`config.mk`:
```
export PLATFORM = sky130hd
export DESIGN_NAME = proc_fetch
export DESIGN_NICKNAME = d
export VERILOG_FILES = /design/src/rtl/proc_fetch.sv
export SDC_FILE = /design/constraint.sdc
export NUM_CORES = 1
export LEC_CHECK = 0
export CORE_MARGIN = 4
export CORE_UTILIZATION = 55
export CTS_CLUSTER_DIAMETER = 30
export DETAILED_ROUTE_END_ITERATION = 6
export GPL_TIMING_DRIVEN = 0
export PLACE_DENSITY = 0.73
export REMOVE_ABC_BUFFERS = 1
export SYNTH_ARGS = -nofsm -noshare
export SYNTH_HDL_FRONTEND = slang
export SYNTH_SLANG_ARGS = --single-unit
```
`constraint.sdc`:
```
create_clock -name Clock -period 3.63 [get_ports Clock]
set_input_delay 0.363 -clock Clock [delete_from_list [all_inputs] [get_ports Clock]]
set_output_delay 0.363 -clock Clock [all_outputs]
set_load 0.01 [all_outputs]
```
`src/rtl/proc_fetch.sv`:
```
// Instruction sequencer feeding the 9-bit multi-cycle processor: loadable program memory, PC, Run/Done handshake.
// Optional watchdog FAULT state enabled by defining PROC_FETCH_WATCHDOG_EN.
module proc_fetch #(
    parameter int          ADDR_W  = 5,
    parameter int          DEPTH   = 32,
    parameter logic [2:0]  HALT_OP = 3'b111
) (
    input  logic              Clock,
    input  logic              Resetn,
    input  logic              LoadEn,
    input  logic [ADDR_W-1:0] LoadAddr,
    input  logic [8:0]        LoadData,
    input  logic              Start,
    input  logic              StepMode,
    input  logic              Done,
    output logic [8:0]        DIN,
    output logic              Run,
    output logic [ADDR_W-1:0] PC,
    output logic              Busy,
    output logic              Halted,
    output logic [7:0]        InstrCount,
    output logic              Fault,
    output logic [2:0]        dbg_state_o
);

    localparam logic [2:0] OP_MVI = 3'b001;

`ifdef PROC_FETCH_WATCHDOG_EN
    typedef enum logic [2:0] {
        S_IDLE   = 3'd0,
        S_ISSUE  = 3'd1,
        S_WAIT   = 3'd2,
        S_HALTED = 3'd3,
        S_FAULT  = 3'd4
    } state_t;
`else
    typedef enum logic [2:0] {
        S_IDLE   = 3'd0,
        S_ISSUE  = 3'd1,
        S_WAIT   = 3'd2,
        S_HALTED = 3'd3
    } state_t;
`endif

    state_t            state_q;
    logic [ADDR_W-1:0] pc_q;
    logic              run_q;
    logic              busy_q;
    logic              halted_q;
    logic              mvi_q;
    logic [7:0]        cnt_q;
    logic [8:0]        mem_q [DEPTH];

    logic [ADDR_W-1:0] pc_inc_d;
    logic [ADDR_W-1:0] pc_wait_d;
    logic [2:0]        op_cur;
    logic [2:0]        op_wait;

    assign DIN       = mem_q[pc_q];
    assign op_cur    = mem_q[pc_q][7:5];
    assign pc_inc_d  = pc_q + ADDR_W'(1);
    // An mvi consumed its immediate word, so completion skips past it.
    assign pc_wait_d = mvi_q ? pc_inc_d : pc_q;
    assign op_wait   = mem_q[pc_wait_d][7:5];

    // Program loading is only accepted while nothing is executing.
    always_ff @(posedge Clock) begin
        if (LoadEn && (state_q == S_IDLE || state_q == S_HALTED)) begin
            mem_q[LoadAddr] <= LoadData;
        end
    end

`ifdef PROC_FETCH_WATCHDOG_EN
    logic [2:0] wd_q;
    logic       fault_q;
    assign Fault = fault_q;
`else
    assign Fault = 1'b0;
`endif

    always_ff @(posedge Clock or negedge Resetn) begin
        if (!Resetn) begin
            state_q  <= S_IDLE;
            pc_q     <= '0;
            run_q    <= 1'b0;
            busy_q   <= 1'b0;
            halted_q <= 1'b0;
            mvi_q    <= 1'b0;
            cnt_q    <= 8'd0;
`ifdef PROC_FETCH_WATCHDOG_EN
            wd_q     <= 3'd0;
            fault_q  <= 1'b0;
`endif
        end else begin
            case (state_q)
                S_IDLE: begin
                    if (Start) begin
                        if (op_cur == HALT_OP) begin
                            state_q  <= S_HALTED;
                            halted_q <= 1'b1;
                        end else begin
                            state_q <= S_ISSUE;
                            run_q   <= 1'b1;
                            busy_q  <= 1'b1;
                        end
                    end
                end
                S_ISSUE: begin
                    pc_q    <= pc_inc_d;
                    mvi_q   <= (op_cur == OP_MVI);
                    state_q <= S_WAIT;
                    run_q   <= 1'b0;
`ifdef PROC_FETCH_WATCHDOG_EN
                    wd_q    <= 3'd0;
`endif
                end
                S_WAIT: begin
                    if (Done) begin
                        pc_q  <= pc_wait_d;
                        cnt_q <= cnt_q + 8'd1;
                        if (op_wait == HALT_OP) begin
                            state_q  <= S_HALTED;
                            busy_q   <= 1'b0;
                            halted_q <= 1'b1;
                        end else if (StepMode) begin
                            state_q <= S_IDLE;
                            busy_q  <= 1'b0;
                        end else begin
                            state_q <= S_ISSUE;
                            run_q   <= 1'b1;
                        end
                    end
`ifdef PROC_FETCH_WATCHDOG_EN
                    // Seventh silent WAIT cycle: give up on the processor.
                    else if (wd_q == 3'd6) begin
                        wd_q    <= 3'd7;
                        state_q <= S_FAULT;
                        busy_q  <= 1'b0;
                        fault_q <= 1'b1;
                    end else begin
                        wd_q <= wd_q + 3'd1;
                    end
`endif
                end
                S_HALTED: begin
                    if (Start) begin
                        pc_q     <= '0;
                        state_q  <= S_IDLE;
                        halted_q <= 1'b0;
                    end
                end
`ifdef PROC_FETCH_WATCHDOG_EN
                S_FAULT: begin
                    state_q <= S_FAULT;
                end
`endif
                default: begin
                    state_q <= S_IDLE;
                    run_q   <= 1'b0;
                    busy_q  <= 1'b0;
                end
            endcase
        end
    end

    assign Run         = run_q;
    assign PC          = pc_q;
    assign Busy        = busy_q;
    assign Halted      = halted_q;
    assign InstrCount  = cnt_q;
    assign dbg_state_o = state_q;

endmodule

```
==> results.toml <==
[sta]
tightest_slew_ns = 1.24
fin_crit_ns = 3.56
setup_viol = 0
maxSlewViolCount = 0
period_share = 0.981
max_freq_mhz = 281
holdWs_ns = 0.313
relSlewSlack = 0.172
hold_viol = 0
fin_setup_tns_ns = 0
rsz0062_at_grt = "no"
finalClockSkew_ns = 0.0197

[logic_synthesis]
synth_top_family_by_area = "multiplexers"
ys_types = 56
yosysMostFrequentCell = "edfxtp_1"
yosys.area.top_type_share = 0.669
synth_commonest_cells = "288 x edfxtp_1, 64 x mux4_2, 49 x nor2_1, 46 x mux2i_1, 24 x nand3_1"
synth-edff-count = 288
synthXorXnorAreaFrac = 0.0101
avgSynthCellArea_sq_um = 18.1
netlist_top_cells_area = "edfxtp_1 67%, mux4_2 11%, dfrtp_1 3.7%, mux2i_1 3.6%, nor2_1 1.4%"
synthMuxAreaShare = 0.161
yosysSeqAreaShare = 0.706
syn-cell-area_sq_um = 12900
syn_inst = 714
synth_compound_area_frac = 0.0453
post-synth-top-area-cell = "edfxtp_1"
synthSimpleGateAreaFrac = 0.0556
ys_warn_count = 0
synth_fa_ha_area_frac = 0.00581
synthArstFlopShare = 0.0619
ys.flop_type = "edfxtp_1"
ys_seq_elements = 307

[die]
die_h_um = 161
boundaryPins = 49
fp.dieW_um = 161
dieArea_sq_um = 26000
core_region_area_sq_um = 22800
start_util = 0.566
rows = 55

[power_and_ir_drop]
pwr_density_cell_nw_per_um2 = 845
p_sw_frac = 0.306
p_comb_frac = 0.302
power_leakage_nw = 5.31
pwr-share-seq = 0.323
switchingPower_w = 0.00408
ir_drop_v = 0.000578
p_int_w = 0.00927
power.share.clock = 0.375

[status]
outcome = "completed"

[worst_setup_path]
cp.required_ns = 3.27
end_kind = "primary output"
cp_max_fo = 11
cp-start-kind = "flop"
arrival_ns = 3.20
path_class = "reg -> out"

[grt]
grt_usage = 0.244
antenna_found_initial = 0
grt_pass1_vias = 7815
grt_max_degree = 37
gr-total-overflow = 0
grt_pass1_wl_um = 47300

[cells_and_area]
nets = 824
final_layout_size_suffix_gt1_frac = 0.241
layout.cells.non_filler = 1156
multi_input_area_sq_um = 3670
layout.area.seq_sq_um = 9140
area_growth_pct = 22.2
antennaDiodeCount = 0
final_design_area_no_fill_sq_um = 15800
nFillCells = 1437

[routing]
route.met2.wl_um = 15400
highest_layer = "met4"
wl_um = 31000
ant_nets = 0
drc = 0
met3WireLength_um = 3080
vias = 7342
drt_iter0_drc = 901
drt-met1-wl_um = 11400
viasPerCell = 6.35
wl_per_cell_um = 26.8
firstDrtPassIters = 5

[clock_tree]
cts_tree = "done"
clockBufferDepth = 3
cts.sinks = 307
clkTransAtPathRegs_ns = 0.05
htree_num_levels = 2
numCtsBuffers = 54
postCtsHoldBufs = 0
root_buffer = "clkbuf_16"
clkLatencyLatePin_ns = 0.56

[place]
port_buffers = 46
place.gp.congestion = 0.879
placed_area_sq_um = 13700
dp_hpwl_um = 18000
dp.cells = 1043

[min_path]
hp-class = "in -> async"

[job]
max_cap_viol_count = 0
[power by group through the flow]
stage,logic (W),clock network [W],registers [W]
5_1_grt,0.00426,0.00525,0.00433
6_report,0.00403,0.00501,0.00431
3_5_place_dp,0.00347,0,0.00450
2_1_floorplan,0.00216,0,0.00457
4_1_cts,0.00397,0.00504,0.00429
3_3_place_gp,0.00323,0,0.00477
[area by class of cell]
type	instances	share of cell area
Clock inverter	42	0.0291
Inverter	11	0.00261
Multi-Input combinational cell	363	0.232
Tap cell	313	0.0248
Clock buffer	59	0.0868
Timing Repair Buffer	61	0.0457
Sequential cell	307	0.579
[per-stage QoR]
stage | utilization | setup slack, ns | power [W]
3_5_place_dp | 0.600 | -0.834 | 0.00797
4_1_cts | 0.688 | 0.0222 | 0.0133
3_3_place_gp | 0.596 | -3.25 | 0.00800
5_1_grt | 0.691 | 0.00631 | 0.0138
2_1_floorplan | - | -1.65 | 0.00673
6_report | 0.691 | 0.0680 | 0.0134
[layout by cell type (no fill, tap or decap), types with 6 or more instances in the layout]
master and count:
mux2_2 9, edfxtp_1 288, nand4_1 14, bufinv_16 7, o21ai_0 7, clkinv_2 7
nand2_1 21, a21oi_1 14, buf_4 6, mux2i_1 45, a22o_1 6, clkinv_1 8
inv_1 11, mux4_2 64, xnor2_1 6, nor2_1 49, a22oi_1 14, clkdlybuf4s50_1 41
inv_6 9, clkbuf_16 54, dfrtp_1 14, nand3_1 24
[layer usage]
metal / vias to the layer above / global-route usage
li1: 3113 / -
met1: 3711 / 0.319
met2: 436 / 0.402
met3: 82 / 0.0651
met4: 0 / 0.0865
met5: - / 0
[worst paths after layout]
| check | cells after the start | to | slack (ns) | startpoint |
|---|---|---|---|---|
| setup reg to reg | 10 | Busy | 0.11 | PC[0] |
| max in group asynchronous | 1 | PC[1] | 2.67 | Resetn |
| hold / removal | 1 | Busy | 0.31 | Resetn |
| min in group Clock | 1 | InstrCount[7] | 0.47 | InstrCount[7] |
| hold reg to reg | 1 | InstrCount[7] | 0.47 | InstrCount[7] |
| setup / recovery | 5 | DIN[8] | 0.07 | PC[0] |
[what timing repair did]
| item | 4_1_cts | 5_1_grt |
|---|---|---|
| setup buffers | 10 | 0 |
| gates cloned | 2 | 0 |
| gates resized for setup | 11 | 15 |
| setup endpoints to repair | 14 | 9 |
[critical path: stages, from the launching register on]
cell	delay (ns)
dfrtp_4	0.57
buf_16	0.21
mux4_2	0.53
mux4_2	0.51
mux2_2	0.31
clkdlybuf4s50_1	0.51
[cells by family (layout without fill, tap and decap cells)]
logic type                 count (synthesis)  in the layout
xor gates and xnor gates                  14             14
other                                      1              2
AOI/OAI and AO/OA                         75             75
buffers and inverters                     45            173
muxes                                    123            123
DFF                                      307            307
adders and majority gates                  6              6
and+or+nand+nor                          143            143
[state kept, by name, summed over array words and instances, names as in the netlist]
register,cells
Run,1
mem_q,288
InstrCount,8
Busy,1
Halted,1
PC,5
dbg_state_o,2
mvi_q,1
Power figures use the tool's default switching activity.
